File: src/rtl/hazard_pkg.sv
// rtl/hazard_pkg.sv - shared types, constants and register-match helper for the hazard stall controller
package hazard_pkg;

    typedef enum logic {
        RUN  = 1'b0,
        HOLD = 1'b1
    } hz_state_t;

    localparam logic [1:0] STALL_LOAD_USE = 2'd1;
    localparam logic [1:0] STALL_BR_LOAD  = 2'd2;
    localparam logic [4:0] REG_ZERO       = 5'd0;

    // True when the ID instruction actually reads register r; $0 never creates a dependency.
    function automatic logic reg_match(
        input logic [4:0] r,
        input logic [4:0] rs,
        input logic [4:0] rt,
        input logic       uses_rs,
        input logic       uses_rt
    );
        return (r != REG_ZERO) && ((uses_rs && (rs == r)) || (uses_rt && (rt == r)));
    endfunction

endpackage

File: src/rtl/hazard_stall_controller_if.sv
// rtl/hazard_stall_controller_if.sv - pipeline-side signal bundle of the hazard stall controller
interface hazard_stall_controller_if #(
    parameter int CNT_W = 32
);
    logic [4:0]       IF_ID_rs;
    logic [4:0]       IF_ID_rt;
    logic             ID_uses_rs;
    logic             ID_uses_rt;
    logic             ID_is_branch;
    logic             ID_EX_mem_read;
    logic [4:0]       ID_EX_rd;
    logic             EX_MEM_mem_read;
    logic [4:0]       EX_MEM_rd;
    logic             branch_taken;
    logic             dmem_busy;
    logic             pc_write;
    logic             IF_ID_write;
    logic             IF_ID_flush;
    logic             ID_EX_bubble;
    logic             pipe_hold;
    logic             mem_timeout;
    logic [CNT_W-1:0] stall_cycles;
    logic [CNT_W-1:0] flush_count;

    // Pipeline side: presents instruction/hazard info, consumes the control enables.
    modport master (
        output IF_ID_rs, IF_ID_rt, ID_uses_rs, ID_uses_rt, ID_is_branch,
               ID_EX_mem_read, ID_EX_rd, EX_MEM_mem_read, EX_MEM_rd,
               branch_taken, dmem_busy,
        input  pc_write, IF_ID_write, IF_ID_flush, ID_EX_bubble, pipe_hold,
               mem_timeout, stall_cycles, flush_count
    );

    // Controller side.
    modport slave (
        input  IF_ID_rs, IF_ID_rt, ID_uses_rs, ID_uses_rt, ID_is_branch,
               ID_EX_mem_read, ID_EX_rd, EX_MEM_mem_read, EX_MEM_rd,
               branch_taken, dmem_busy,
        output pc_write, IF_ID_write, IF_ID_flush, ID_EX_bubble, pipe_hold,
               mem_timeout, stall_cycles, flush_count
    );
endinterface

File: src/rtl/hazard_perf_counter.sv
// rtl/hazard_perf_counter.sv - saturating event counter with asynchronous reset
module hazard_perf_counter #(
    parameter int CNT_W = 32
) (
    input  logic             clk,
    input  logic             rst,
    input  logic             inc,
    output logic [CNT_W-1:0] count
);

    // Count events, sticking at all-ones instead of wrapping.
    always_ff @(posedge clk or posedge rst) begin
        if (rst) begin
            count <= '0;
        end else if (inc && (count != '1)) begin
            count <= count + 1'b1;
        end
    end

endmodule

File: src/rtl/hazard_stall_controller.sv
// rtl/hazard_stall_controller.sv - load-use / branch-on-load stall sequencer with memory freeze and watchdog
module hazard_stall_controller
    import hazard_pkg::*;
#(
    parameter int CNT_W   = 32,
    parameter int TIMEOUT = 1024
) (
    input  logic                     clk,
    input  logic                     rst,
    hazard_stall_controller_if.slave bus
);

    localparam int WD_W = $clog2(TIMEOUT + 1);

    hz_state_t       state;
    hz_state_t       state_next;
    logic [1:0]      remain;
    logic [1:0]      remain_next;
    logic [WD_W-1:0] wd_cnt;
    logic            mem_timeout_q;
    logic            haz_a;
    logic            haz_b;
    logic [1:0]      need;
    logic            freeze;
    logic            stall;

    // Hazards forwarding cannot cover: load result needed in ID one or two stages too early.
    always_comb begin
        haz_a = bus.ID_EX_mem_read &&
                reg_match(bus.ID_EX_rd, bus.IF_ID_rs, bus.IF_ID_rt, bus.ID_uses_rs, bus.ID_uses_rt);
        haz_b = bus.ID_is_branch && bus.EX_MEM_mem_read &&
                reg_match(bus.EX_MEM_rd, bus.IF_ID_rs, bus.IF_ID_rt, bus.ID_uses_rs, bus.ID_uses_rt);
        // A branch compares in ID, so a load still in EX costs it two bubbles.
        need  = (haz_a && bus.ID_is_branch) ? STALL_BR_LOAD : STALL_LOAD_USE;
    end

    // Next state and stall decision; freeze wins and holds everything.
    always_comb begin
        state_next  = state;
        remain_next = remain;
        stall       = 1'b0;
        freeze      = bus.dmem_busy;
        if (!freeze) begin
            case (state)
                RUN: begin
                    if (haz_a || haz_b) begin
                        stall = 1'b1;
                        if (need == STALL_BR_LOAD) begin
                            state_next  = HOLD;
                            remain_next = need - 2'd1;
                        end
                    end
                end
                HOLD: begin
                    stall = 1'b1;
                    if (remain <= 2'd1) begin
                        remain_next = 2'd0;
                        state_next  = RUN;
                    end else begin
                        remain_next = remain - 2'd1;
                    end
                end
                default: begin
                    state_next  = RUN;
                    remain_next = 2'd0;
                end
            endcase
        end
    end

    // Pipeline enables; reset forces a frozen, non-advancing pipe without waiting for a clock.
    always_comb begin
        bus.pc_write     = !rst && !freeze && !stall;
        bus.IF_ID_write  = !rst && !freeze && !stall;
        bus.ID_EX_bubble = !rst && stall;
        bus.IF_ID_flush  = !rst && bus.branch_taken && !stall && !freeze;
        bus.pipe_hold    = rst || freeze;
        bus.mem_timeout  = mem_timeout_q;
    end

    // Stall FSM state and remaining HOLD cycles.
    always_ff @(posedge clk or posedge rst) begin
        if (rst) begin
            state  <= RUN;
            remain <= 2'd0;
        end else begin
            state  <= state_next;
            remain <= remain_next;
        end
    end

    // Watchdog on consecutive busy cycles; the error flag is sticky until reset.
    always_ff @(posedge clk or posedge rst) begin
        if (rst) begin
            wd_cnt        <= '0;
            mem_timeout_q <= 1'b0;
        end else if (bus.dmem_busy) begin
            if (wd_cnt != WD_W'(TIMEOUT)) begin
                wd_cnt <= wd_cnt + 1'b1;
            end
            if (wd_cnt == WD_W'(TIMEOUT - 1)) begin
                mem_timeout_q <= 1'b1;
            end
        end else begin
            wd_cnt <= '0;
        end
    end

    hazard_perf_counter #(.CNT_W(CNT_W)) u_stall_cnt (
        .clk   (clk),
        .rst   (rst),
        .inc   (bus.ID_EX_bubble),
        .count (bus.stall_cycles)
    );

    hazard_perf_counter #(.CNT_W(CNT_W)) u_flush_cnt (
        .clk   (clk),
        .rst   (rst),
        .inc   (bus.IF_ID_flush),
        .count (bus.flush_count)
    );

endmodule

File: src/flat_wrapper.sv
// flat-port wrapper written by rule: the top's interface ports become plain ports
module hazard_stall_controller_flat import hazard_pkg::*;
#(
    parameter int CNT_W   = 32,
    parameter int TIMEOUT = 1024
)
  (clk, rst, bus_IF_ID_rs, bus_IF_ID_rt, bus_ID_uses_rs, bus_ID_uses_rt, bus_ID_is_branch, bus_ID_EX_mem_read, bus_ID_EX_rd, bus_EX_MEM_mem_read, bus_EX_MEM_rd, bus_branch_taken, bus_dmem_busy, bus_pc_write, bus_IF_ID_write, bus_IF_ID_flush, bus_ID_EX_bubble, bus_pipe_hold, bus_mem_timeout, bus_stall_cycles, bus_flush_count);
  hazard_stall_controller_if #(.CNT_W(CNT_W)) bus_i ();
  input  logic clk;
  input  logic rst;
  input wire logic [$bits(bus_i.IF_ID_rs)-1:0] bus_IF_ID_rs;
  input wire logic [$bits(bus_i.IF_ID_rt)-1:0] bus_IF_ID_rt;
  input wire logic [$bits(bus_i.ID_uses_rs)-1:0] bus_ID_uses_rs;
  input wire logic [$bits(bus_i.ID_uses_rt)-1:0] bus_ID_uses_rt;
  input wire logic [$bits(bus_i.ID_is_branch)-1:0] bus_ID_is_branch;
  input wire logic [$bits(bus_i.ID_EX_mem_read)-1:0] bus_ID_EX_mem_read;
  input wire logic [$bits(bus_i.ID_EX_rd)-1:0] bus_ID_EX_rd;
  input wire logic [$bits(bus_i.EX_MEM_mem_read)-1:0] bus_EX_MEM_mem_read;
  input wire logic [$bits(bus_i.EX_MEM_rd)-1:0] bus_EX_MEM_rd;
  input wire logic [$bits(bus_i.branch_taken)-1:0] bus_branch_taken;
  input wire logic [$bits(bus_i.dmem_busy)-1:0] bus_dmem_busy;
  output wire logic [$bits(bus_i.pc_write)-1:0] bus_pc_write;
  output wire logic [$bits(bus_i.IF_ID_write)-1:0] bus_IF_ID_write;
  output wire logic [$bits(bus_i.IF_ID_flush)-1:0] bus_IF_ID_flush;
  output wire logic [$bits(bus_i.ID_EX_bubble)-1:0] bus_ID_EX_bubble;
  output wire logic [$bits(bus_i.pipe_hold)-1:0] bus_pipe_hold;
  output wire logic [$bits(bus_i.mem_timeout)-1:0] bus_mem_timeout;
  output wire logic [$bits(bus_i.stall_cycles)-1:0] bus_stall_cycles;
  output wire logic [$bits(bus_i.flush_count)-1:0] bus_flush_count;
  assign bus_i.IF_ID_rs = bus_IF_ID_rs;
  assign bus_i.IF_ID_rt = bus_IF_ID_rt;
  assign bus_i.ID_uses_rs = bus_ID_uses_rs;
  assign bus_i.ID_uses_rt = bus_ID_uses_rt;
  assign bus_i.ID_is_branch = bus_ID_is_branch;
  assign bus_i.ID_EX_mem_read = bus_ID_EX_mem_read;
  assign bus_i.ID_EX_rd = bus_ID_EX_rd;
  assign bus_i.EX_MEM_mem_read = bus_EX_MEM_mem_read;
  assign bus_i.EX_MEM_rd = bus_EX_MEM_rd;
  assign bus_i.branch_taken = bus_branch_taken;
  assign bus_i.dmem_busy = bus_dmem_busy;
  assign bus_pc_write = bus_i.pc_write;
  assign bus_IF_ID_write = bus_i.IF_ID_write;
  assign bus_IF_ID_flush = bus_i.IF_ID_flush;
  assign bus_ID_EX_bubble = bus_i.ID_EX_bubble;
  assign bus_pipe_hold = bus_i.pipe_hold;
  assign bus_mem_timeout = bus_i.mem_timeout;
  assign bus_stall_cycles = bus_i.stall_cycles;
  assign bus_flush_count = bus_i.flush_count;
  hazard_stall_controller #(.CNT_W(CNT_W), .TIMEOUT(TIMEOUT)) u_core (.clk(clk), .rst(rst), .bus(bus_i));
endmodule
File: config.mk
export PLATFORM = sky130hd
export DESIGN_NAME = hazard_stall_controller_flat
export DESIGN_NICKNAME = d
export VERILOG_FILES = /design/src/rtl/hazard_pkg.sv /design/src/rtl/hazard_stall_controller_if.sv /design/src/rtl/hazard_perf_counter.sv /design/src/rtl/hazard_stall_controller.sv /design/src/flat_wrapper.sv
export SDC_FILE = /design/constraint.sdc
export NUM_CORES = 1
export LEC_CHECK = 0
export BUFFER_PORTS_ARGS = -buffer_cell sky130_fd_sc_hd__buf_2
export CAP_MARGIN = 20
export CORE_MARGIN = 2
export CORE_UTILIZATION = 60
export CTS_BUF_LIST = sky130_fd_sc_hd__clkbuf_2
export DETAILED_ROUTE_END_ITERATION = 10
export GPL_TIMING_DRIVEN = 0
export PLACE_DENSITY = 0.88
export SLEW_MARGIN = 40
export SYNTH_ARGS = -nofsm -noshare
export SYNTH_HDL_FRONTEND = slang
export SYNTH_SLANG_ARGS = --single-unit
File: constraint.sdc
create_clock -name clk -period 6.55 [get_ports clk]
set_input_delay 0.9825 -clock clk [delete_from_list [all_inputs] [get_ports clk]]
set_output_delay 0.9825 -clock clk [all_outputs]
set_load 0.01 [all_outputs]
Yosys cells after proc, flatten, opt, wreduce, memory -nomap -nowiden
Cells that the tools add are included.
{"block": "word_totals", "regBits": 79, "input_bits": 29, "out_inout_bits": 70, "elab_cells": 69}
{"block": "op_classes", "addsub": 5, "magnitude_cmp": 1, "n_eq_ne": 12, "mux": 14, "bitwise_logic": 2, "reduce_logical": 29}
{"cell": "$add 32x1->32 const B", "n": 2}
{"cell": "$ne 32x32->1 const B", "n": 2}
{"cell": "$mux 11", "n": 2}
{"cell": "$eq 5x5->1", "n": 4}
{"cell": "$logic_and 1x1->1", "n": 18}
{"cell": "$add 11x1->11 const B", "n": 1}
{"cell": "$eq 11x10->1 const B", "n": 1}
{"cell": "$ne 11x11->1 const B", "n": 1}
{"cell": "$reduce_bool 5->1", "n": 2}
{"cell": "$mux 2", "n": 4}
{"cell": "$ne 2x1->1 const B", "n": 3}
{"cell": "$mux 1", "n": 5}
{"cell": "$logic_or 1x1->1", "n": 4}
{"cell": "$pmux 1 s2", "n": 2}
{"cell": "$pmux 2 s2", "n": 1}
{"cell": "$sub 2x1->2 const B", "n": 2}
{"cell": "$logic_not 1->1", "n": 3}
{"cell": "$reduce_and 3->1", "n": 1}
{"cell": "$eq 2x2->1 const B", "n": 1}
{"cell": "$le 2x1->1 const B", "n": 1}
{"cell": "$not 1->1", "n": 2}
{"cell": "$reduce_and 2->1", "n": 1}

Logic depth before layout (Yosys ltp)
Gate-level depths: netlist of the first run.
{"block": "depth", "ltp_word": 13, "mapped_depth": 10, "ltp_nobuf": 7}

Hierarchy
A second synthesis of the first run with hierarchy kept.
{"block": "unflattened", "hier_cells": 394, "hier_area_um2": 4184.0}
{"mod": "hazard_perf_counter", "n_inst": 2, "cells_each": 139, "area_each_um2": 1561.5, "seq_area_each_um2": 800.8}
{"mod": "hazard_stall_controller", "n_inst": 1, "cells_each": 116, "area_each_um2": 1061.0, "seq_area_each_um2": 375.4}

Worst setup path after synthesis of the first run
No wires, ideal clock.
{"block": "synth_path", "kind": "in2out", "startpoint": "in bus_EX_MEM_rd[1]", "endpoint": "out bus_pc_write", "arrival_time_ns": 2.499, "required_time_ns": 5.568, "slack_ns": 3.068, "path_stages": 5, "path_buffers": 1, "path_cell_list": "or3_1 > o311a_1 > a221o_1 > nor2_1 > buf_4"}
{"block": "synth_via", "elab_chain_len": 11, "elab_cells_between_ends": 14, "cone_classes": "2 x eq/ne; 3 x mux; 9 x reduce/logical"}
{"element": "start, declared", "line": "flat_wrapper.sv:19", "source": "input wire logic [$bits(bus_i.EX_MEM_rd)-1:0] bus_EX_MEM_rd;"}
{"element": "$eq 5x5->1", "line": "hazard_pkg.sv:21", "source": "return (r != REG_ZERO) && ((uses_rs && (rs == r)) || (uses_rt && (rt == r)));"}
{"element": "$logic_and 1x1->1", "line": "hazard_pkg.sv:21"}
{"element": "$logic_or 1x1->1", "line": "hazard_pkg.sv:21"}
{"element": "$logic_and 1x1->1 *", "line": "hazard_pkg.sv:21"}
{"element": "$logic_and 1x1->1 *", "line": "hazard_stall_controller.sv:31", "source": "haz_b = bus.ID_is_branch && bus.EX_MEM_mem_read &&"}
{"element": "$logic_or 1x1->1 *", "line": "hazard_stall_controller.sv:46", "source": "if (haz_a || haz_b) begin"}
{"element": "$mux 1 *", "line": "hazard_stall_controller.sv:46"}
{"element": "$pmux 1 s2 *", "line": "hazard_stall_controller.sv:44", "source": "case (state)"}
{"element": "$mux 1 *", "line": "hazard_stall_controller.sv:43", "source": "if (!freeze) begin"}
{"element": "$logic_not 1->1 *"}
{"element": "$logic_and 1x1->1 *"}
{"element": "end, declared", "line": "flat_wrapper.sv:22", "source": "output wire logic [$bits(bus_i.pc_write)-1:0] bus_pc_write;"}
Mark *: on every way between the ends. The rest lies on a longest branch, timed or not.

Final worst setup path of the first run
{"block": "layout_path", "startpoint": "in bus_EX_MEM_rd[1]", "endpoint": "out bus_pc_write"}
{"block": "layout_via", "elab_chain_len": 11, "elab_cells_between_ends": 14, "cone_classes": "2 x eq/ne; 3 x mux; 9 x reduce/logical"}
{"element": "$eq 5x5->1", "line": "hazard_pkg.sv:21"}
{"element": "$logic_and 1x1->1", "line": "hazard_pkg.sv:21"}
{"element": "$logic_or 1x1->1", "line": "hazard_pkg.sv:21"}
{"element": "$logic_and 1x1->1 *", "line": "hazard_pkg.sv:21"}
{"element": "$logic_and 1x1->1 *", "line": "hazard_stall_controller.sv:31"}
{"element": "$logic_or 1x1->1 *", "line": "hazard_stall_controller.sv:46"}
{"element": "$mux 1 *", "line": "hazard_stall_controller.sv:46"}
{"element": "$pmux 1 s2 *", "line": "hazard_stall_controller.sv:44"}
{"element": "$mux 1 *", "line": "hazard_stall_controller.sv:43"}
{"element": "$logic_not 1->1 *", "line": "hazard_stall_controller.sv:73", "source": "bus.pc_write = !rst && !freeze && !stall;"}
{"element": "$logic_and 1x1->1 *", "line": "hazard_stall_controller.sv:73"}
Marks and branches as above.

==> out/summary.txt, run 1 <==
Max-Cap Viols = 0
Worst-Skew Late Latency = 0.51 ns
DR top layer = met4
area grow syn2layout = 18.3%
GRT overflow = 0
PortBufs = 97
Synth area leaders = dfrtp_1 (47%), xnor2_1 (14%), nand4_1 (4.6%)
met3 wire length = 456 um
DRT antenna net count = 0
Syn Area/Cell = 10.3 um^2
P_leak = 2.39 nW
Max clock buf depth = 2
Top Family by Delay on Critical Path = compound AO/OA/AOI/OAI gates
Die ar. = 7720 um^2
most frequent cell after synthesis = dfrtp_1
Post-CTS Hold Fix Bufs = 0
critical path launch point type = input pin
Mapped Nets = 443
Final Hold Fails = 0
met2 wire length = 4600 um
Worst setup EP type = output port
clock power share = 0.307
post-placement cell area = 4860 um^2
Async SR Flop Fraction = 1.00
initial antenna violation count = 0
nets@finish = 552
Max Slew Vio Count = 0
DR vias = 3476
cts repair resizes = 0
GPL Wtd Cong = 0.934
Ys Warns = 0
layout cells sized above 1 = 0.266
placed cell count = 604
vias per std cell = 5.62
largest family of logic cells by synthesized area = simple AND/OR/NAND/NOR gates
WS Path Type = input pin to output port
min Tclk post-route = 3.68 ns
Pint = 693 uW
EDFF count, synth = 0
ANT cells = 0
prevailing post-synth register cell = dfrtp_1
Arr. time, crit path = 2.69 ns
drt first pass iters = 4
Setup Buffers After CTS = 0
largest net degree at the start of global routing = 62
Seq cells post-synth = 79
Core Footprint = 6790 um^2
Reg power frac = 0.563
Synth Area in Compound Gates = 0.0371
PwrDens = 192 nW/um^2
most area-hungry cell type in the Yosys netlist = dfrtp_1
first-pass GRT wire length = 16100 um
# setup viols final = 0
Post-Syn Area = 4220 um^2
Fill cells = 506
Synth Area in XOR/XNOR = 0.187
RSZ-0062 raised after global routing = no
VDD IR max = 0.118 mV
Initial Utilization = 0.621
CP Buf/Inv Count = 3
Die X = 87.8 um
slew margin rel. = 0.465
# DRC = 0
1st-iter DRT viols = 168
Worst EP required = 5.57 ns
cells after synthesis = 410
Slowest-stage cell, CP = a221o_1
CTS tree = yes
mux cell area share after synthesis = 0.00534
clock tree root buffer cell = clkbuf_2
total track usage = 0.264
Worst Skew = 0.0335 ns
post-synthesis adder-cell area fraction = 0.0119
Synth top area share = 0.469
Switch Pwr = 266 uW
type of the worst min-delay path = input pin to async pin
CTS buffer count = 9
most common library cells after synthesis = dfrtp_1 (79), xnor2_1 (66), nand4_1 (31), nand2_1 (30), nand3_1 (29)
Clock transition at path regs = 0.22 ns
CTS Sinks = 79
final cycle utilization of the critical path = 0.561
simple-gate share of the synthesized area = 0.256
register area share after synthesis = 0.469
Max Clk Rate = 272 MHz
final instance area = 4990 um^2
Crit path largest cell delay = 0.46 ns
most used cell, CP = buf_2
CP cell instances = buf_2 -> or3_1 -> o311a_1 -> a221o_1 -> nor2_1 -> buf_4 -> buf_2
slew of the pin with the lowest slew margin = 0.798 ns
vias in the first global route = 3389
CTS H-tree lvls = 3
Top-Level Pins = 99
Row Count = 30
switching portion of total power = 0.277
Die Height = 87.8 um
final cell utilization of the core = 0.734
Gate power share = 0.130
Routed Wire Length = 9440 um
WL per Instance = 15.2 um
non-filler cells, final = 619
Fin Setup TNS = 0 ns
status = finished, final reports clean
HPWL Detailed = 7020 um
crit-path max FO = 4
Distinct cells, synth = 44
M1 WL = 4220 um
path summary, 6_finish.rpt:
check                                              from                            to  slack, ns  cells after the start
min reg2reg                u_core.u_stall_cnt.count[15]  u_core.u_stall_cnt.count[15]       0.50                      1
max in group asynchronous                           rst  u_core.u_flush_cnt.count[21]       5.65                      3
max                                    bus_EX_MEM_rd[1]                  bus_pc_write       2.87                      7
max reg2reg                 u_core.u_stall_cnt.count[5]   u_core.u_stall_cnt.count[5]       4.01                     10
min                                                 rst  u_core.u_stall_cnt.count[11]       0.37                      2
min in group clk           u_core.u_stall_cnt.count[15]  u_core.u_stall_cnt.count[15]       0.50                      1
power groups by stage:
stage	Combinational [mW]	Clock (mW)	Sequential (mW)
detailed placement	0.125	0	0.547
global route	0.138	0.320	0.545
global placement	0.116	0	0.546
CTS	0.126	0.299	0.539
finish	0.125	0.294	0.540
floorplan	0.0643	0	0.551
layout make-up:
cell class	instances	area, um^2	area share
Buffer	12	76.3	0.0153
Clock buffer	10	50.0	0.0100
Clock inverter	5	83.8	0.0168
Inverter	18	72.6	0.0145
Multi-Input combinational cell	301	2100	0.420
Sequential cell	79	1980	0.396
Tap cell	96	120	0.0241
Timing Repair Buffer	98	513	0.103
cell families (layout without fill, tap and decap cells):
kind of cell               Yosys count  after routing
DFF                                 79             79
muxes                                2              2
buffers and inverters               30            143
and+or+nand+nor                    187            187
AOI/OAI and AO/OA                   19             19
adders and majority gates            4              4
xor gates and xnor gates            89             89
sequential cells by signal, indices dropped and copies added (netlist names):
signal	flops
u_core.u_flush_cnt.count	32
u_core.u_stall_cnt.count	32
u_core.remain	2
u_core.wd_cnt	11
u_core.state	1
u_core.bus.mem_timeout	1
placed cells by master (no fill, tap or decap), types with 2 or more instances in the layout:
| cell type | count |
|---|---|
| a21oi_1 | 3 |
| clkbuf_2 | 10 |
| nor3_2 | 6 |
| bufinv_16 | 2 |
| mux2_2 | 2 |
| or3_1 | 4 |
| o21a_1 | 2 |
| a21boi_0 | 2 |
| xnor2_1 | 66 |
| buf_4 | 2 |
| nand4_1 | 31 |
| nor4_1 | 10 |
| nand3_1 | 29 |
| nor2b_1 | 2 |
| and3_1 | 12 |
| inv_1 | 17 |
| clkinvlp_4 | 2 |
| and2_1 | 12 |
| nor4_2 | 3 |
| nand2_1 | 30 |
| and4_1 | 8 |
| o21ai_0 | 3 |
| ha_1 | 4 |
| buf_2 | 101 |
| nor2_1 | 23 |
| xor2_1 | 22 |
| clkbuf_1 | 4 |
| nor3_1 | 7 |
| dfrtp_1 | 79 |
| or4_1 | 5 |
per-layer routing:
layer	up-vias	global-route usage
li1	1653	-
met1	1694	0.368
met2	112	0.421
met3	17	0.0415
met4	0	0.0979
met5	-	0
through the flow:
step | power (mW) | setup slack, ns | hold slack, ns
after detailed placement | 0.672 | 2.88 | 0.472
after global routing | 1.00 | 2.79 | 0.350
after global placement | 0.663 | 2.70 | 0.453
after floorplan | 0.615 | 3.07 | 0.466
final | 0.958 | 2.87 | 0.369
after CTS | 0.964 | 2.88 | 0.341
Note: power is estimated with default switching activity, not from simulation.
==> inputs of run 2 (changes only) <==
--- a/config.mk
+++ b/config.mk
@@ -8,11 +8,11 @@
 export BUFFER_PORTS_ARGS = -buffer_cell sky130_fd_sc_hd__buf_2
 export CAP_MARGIN = 20
 export CORE_MARGIN = 2
-export CORE_UTILIZATION = 60
+export CORE_UTILIZATION = 50
 export CTS_BUF_LIST = sky130_fd_sc_hd__clkbuf_2
 export DETAILED_ROUTE_END_ITERATION = 10
 export GPL_TIMING_DRIVEN = 0
-export PLACE_DENSITY = 0.88
+export PLACE_DENSITY = 0.78
 export SLEW_MARGIN = 40
 export SYNTH_ARGS = -nofsm -noshare
 export SYNTH_HDL_FRONTEND = slang
==> constraint.sdc (replaced) <==
create_clock -name clk -period 3.3 [get_ports clk]
set_input_delay 0.495 -clock clk [delete_from_list [all_inputs] [get_ports clk]]
set_output_delay 0.495 -clock clk [all_outputs]
set_load 0.01 [all_outputs]
==> run 2 against run 1 <==
Effect of this change:
- first-iteration DRC count is 12% lower
- sequential power is 98% higher
- total power is 90% higher
- count of clock-buffer cells in the layout is 1 higher
- non-clock buffer count is 1 higher
- cell count is 1.8% higher
- hold slack worse by 0.063 ns
- die area is 19% higher
- register-to-register slack worse by 3.3 ns
- routed wire length is 0.76% higher
- flip-flop and latch count stayed put
- utilization is 13 points lower
==> out/summary.txt, run 2 (synthesized netlist as in run 1, its figures left out) <==
status = finished, final reports clean
type of the worst min-delay path = input pin to register
ANT cells = 0 (unchanged)
Final Hold Fails = 0 (unchanged)
DRT antenna net count = 0 (unchanged)
vias in the first global route = 3300 (-2.6%)
non-filler cells, final = 630 (+1.8%)
nets@finish = 553 (+0.18%)
GRT overflow = 0 (unchanged)
critical path launch point type = input pin
Initial Utilization = 0.513 (-0.107)
commonest non-fill, non-tap cell in the layout = buf_2
CTS Sinks = 79 (unchanged)
area grow syn2layout = 18.2%
min Tclk post-route = 2.75 ns
CTS buffer count = 9 (unchanged)
total track usage = 0.218 (-0.0463)
Core Footprint = 8220 um^2 (+21%)
drt first pass iters = 5 (+1)
HPWL Detailed = 7060 um (+0.51%)
met2 wire length = 4710 um (+2.3%)
cts repair resizes = 0 (unchanged)
DR top layer = met4
Worst-Skew Late Latency = 0.49 ns (-0.02 ns)
Clock transition at path regs = 0.22 ns (about the same)
Max Clk Rate = 364 MHz
GPL Wtd Cong = 0.840 (-10%)
# DRC = 0 (unchanged)
hold path cells = 3
first-pass GRT wire length = 15700 um (-2.3%)
P_leak = 2.38 nW (-0.22%)
Die ar. = 9190 um^2 (+19%)
worst r2r path cells = 10 (unchanged)
PortBufs = 97 (unchanged)
WHS = 0.306 ns (-0.0628 ns)
initial antenna violation count = 0 (unchanged)
vias per std cell = 5.41 (-3.6%)
layout cells sized above 1 = 0.267 (+0.000892)
slew margin rel. = 0.519 (+0.0543)
RSZ-0062 raised after global routing = no
PwrDens = 366 nW/um^2 (+91%)
Fin Setup TNS = 0 ns (unchanged)
# setup viols final = 0 (unchanged)
crit-path max FO = 4 (unchanged)
final instance area = 4980 um^2 (-0.13%)
VDD IR max = 0.193 mV (+63%)
Max Slew Vio Count = 0 (unchanged)
met3 wire length = 525 um (+15%)
Row Count = 33 (+10%)
Max clock buf depth = 2 (unchanged)
DR vias = 3410 (-1.9%)
clock tree root buffer cell = clkbuf_2
Worst EP required = 2.80 ns (-2.77 ns)
Die Height = 95.8 um (+9.1%)
Worst Skew = 0.0294 ns (-0.00412 ns)
placed cell count = 613 (+1.5%)
Arr. time, crit path = 2.25 ns (-0.44 ns)
CTS tree = yes
Regs by FF count = u_core.u_flush_cnt.count (32), u_core.u_stall_cnt.count (32), u_core.wd_cnt (11)
final cell utilization of the core = 0.607 (-0.128)
Worst setup EP type = output port
WL per Instance = 15.1 um (-1.0%)
Die X = 95.8 um (+9.1%)
CTS H-tree lvls = 3 (unchanged)
final cycle utilization of the critical path = 0.832
WS Path Type = input pin to output port
post-placement cell area = 4860 um^2 (about the same)
Top-Level Pins = 99 (unchanged)
most frequent cells in the layout = buf_2 (101), dfrtp_1 (79), xnor2_1 (66), nand4_1 (31), nand2_1 (30)
1st-iter DRT viols = 148 (-12%)
Routed Wire Length = 9510 um (+0.76%)
M1 WL = 4210 um (about the same)
largest net degree at the start of global routing = 42 (-32%)
slew of the pin with the lowest slew margin = 0.717 ns (-0.0811 ns)
Max-Cap Viols = 0 (unchanged)
-- run 2: report_power, final --
group / internal [mW] / switching, mW / total (mW)
Sequential: 1.01 / 0.0562 / 1.07
Combinational: 0.110 / 0.132 / 0.241
Clock: 0.181 / 0.334 / 0.515
-- run 2: worst paths after layout --
kind / from / endpoint / slack (ns)
max: bus_EX_MEM_rd[1] / bus_pc_write / 0.55
max in group asynchronous: rst / u_core.u_stall_cnt.count[2] / 2.22
min in group asynchronous: rst / u_core.u_flush_cnt.count[21] / 0.54
max reg2reg: u_core.u_stall_cnt.count[5] / u_core.u_stall_cnt.count[5] / 0.76
min: bus_ID_is_branch / u_core.state / 0.31
min reg2reg: u_core.bus.mem_timeout / u_core.bus.mem_timeout / 0.50
-- run 2: critical path, cell delays in order --
cell and delay [ns]:
buf_2 0.12, or3_1 0.36, o311a_1 0.36, a221o_1 0.46
nor2_1 0.20, buf_4 0.13, buf_2 0.11
-- run 2: repair_timing --
action                    in CTS  in global routing
hold buffers                   1                  0
buffers inserted               0                  0
hold endpoints to repair      40                  0
-- run 2: metal layers --
layer / vias up / global-route usage
met1: 1654 / 0.295
met4: 0 / 0.0798
met2: 94 / 0.349
met5: - / 0
li1: 1656 / -
met3: 6 / 0.0415
-- run 2: final cells by class --
type | instances | area [um^2]
plain buffers | 12 | 76.3
inverters | 18 | 72.6
clock buffers | 11 | 55.1
multi-input cells | 301 | 2100
fillers | 703 | 3230
well taps | 105 | 131
clock inverters | 5 | 58.8
repair buffers | 99 | 515
flip-flops and latches | 79 | 1980
-- run 2: stage by stage --
| step | worst slack [ns] | power [mW] |
|---|---|---|
| after detailed placement | 0.550 | 1.33 |
| after CTS | 0.533 | 1.85 |
| after floorplan | 0.782 | 1.22 |
| after global routing | 0.484 | 1.93 |
| after global placement | -0.187 | 1.32 |
| final | 0.553 | 1.83 |
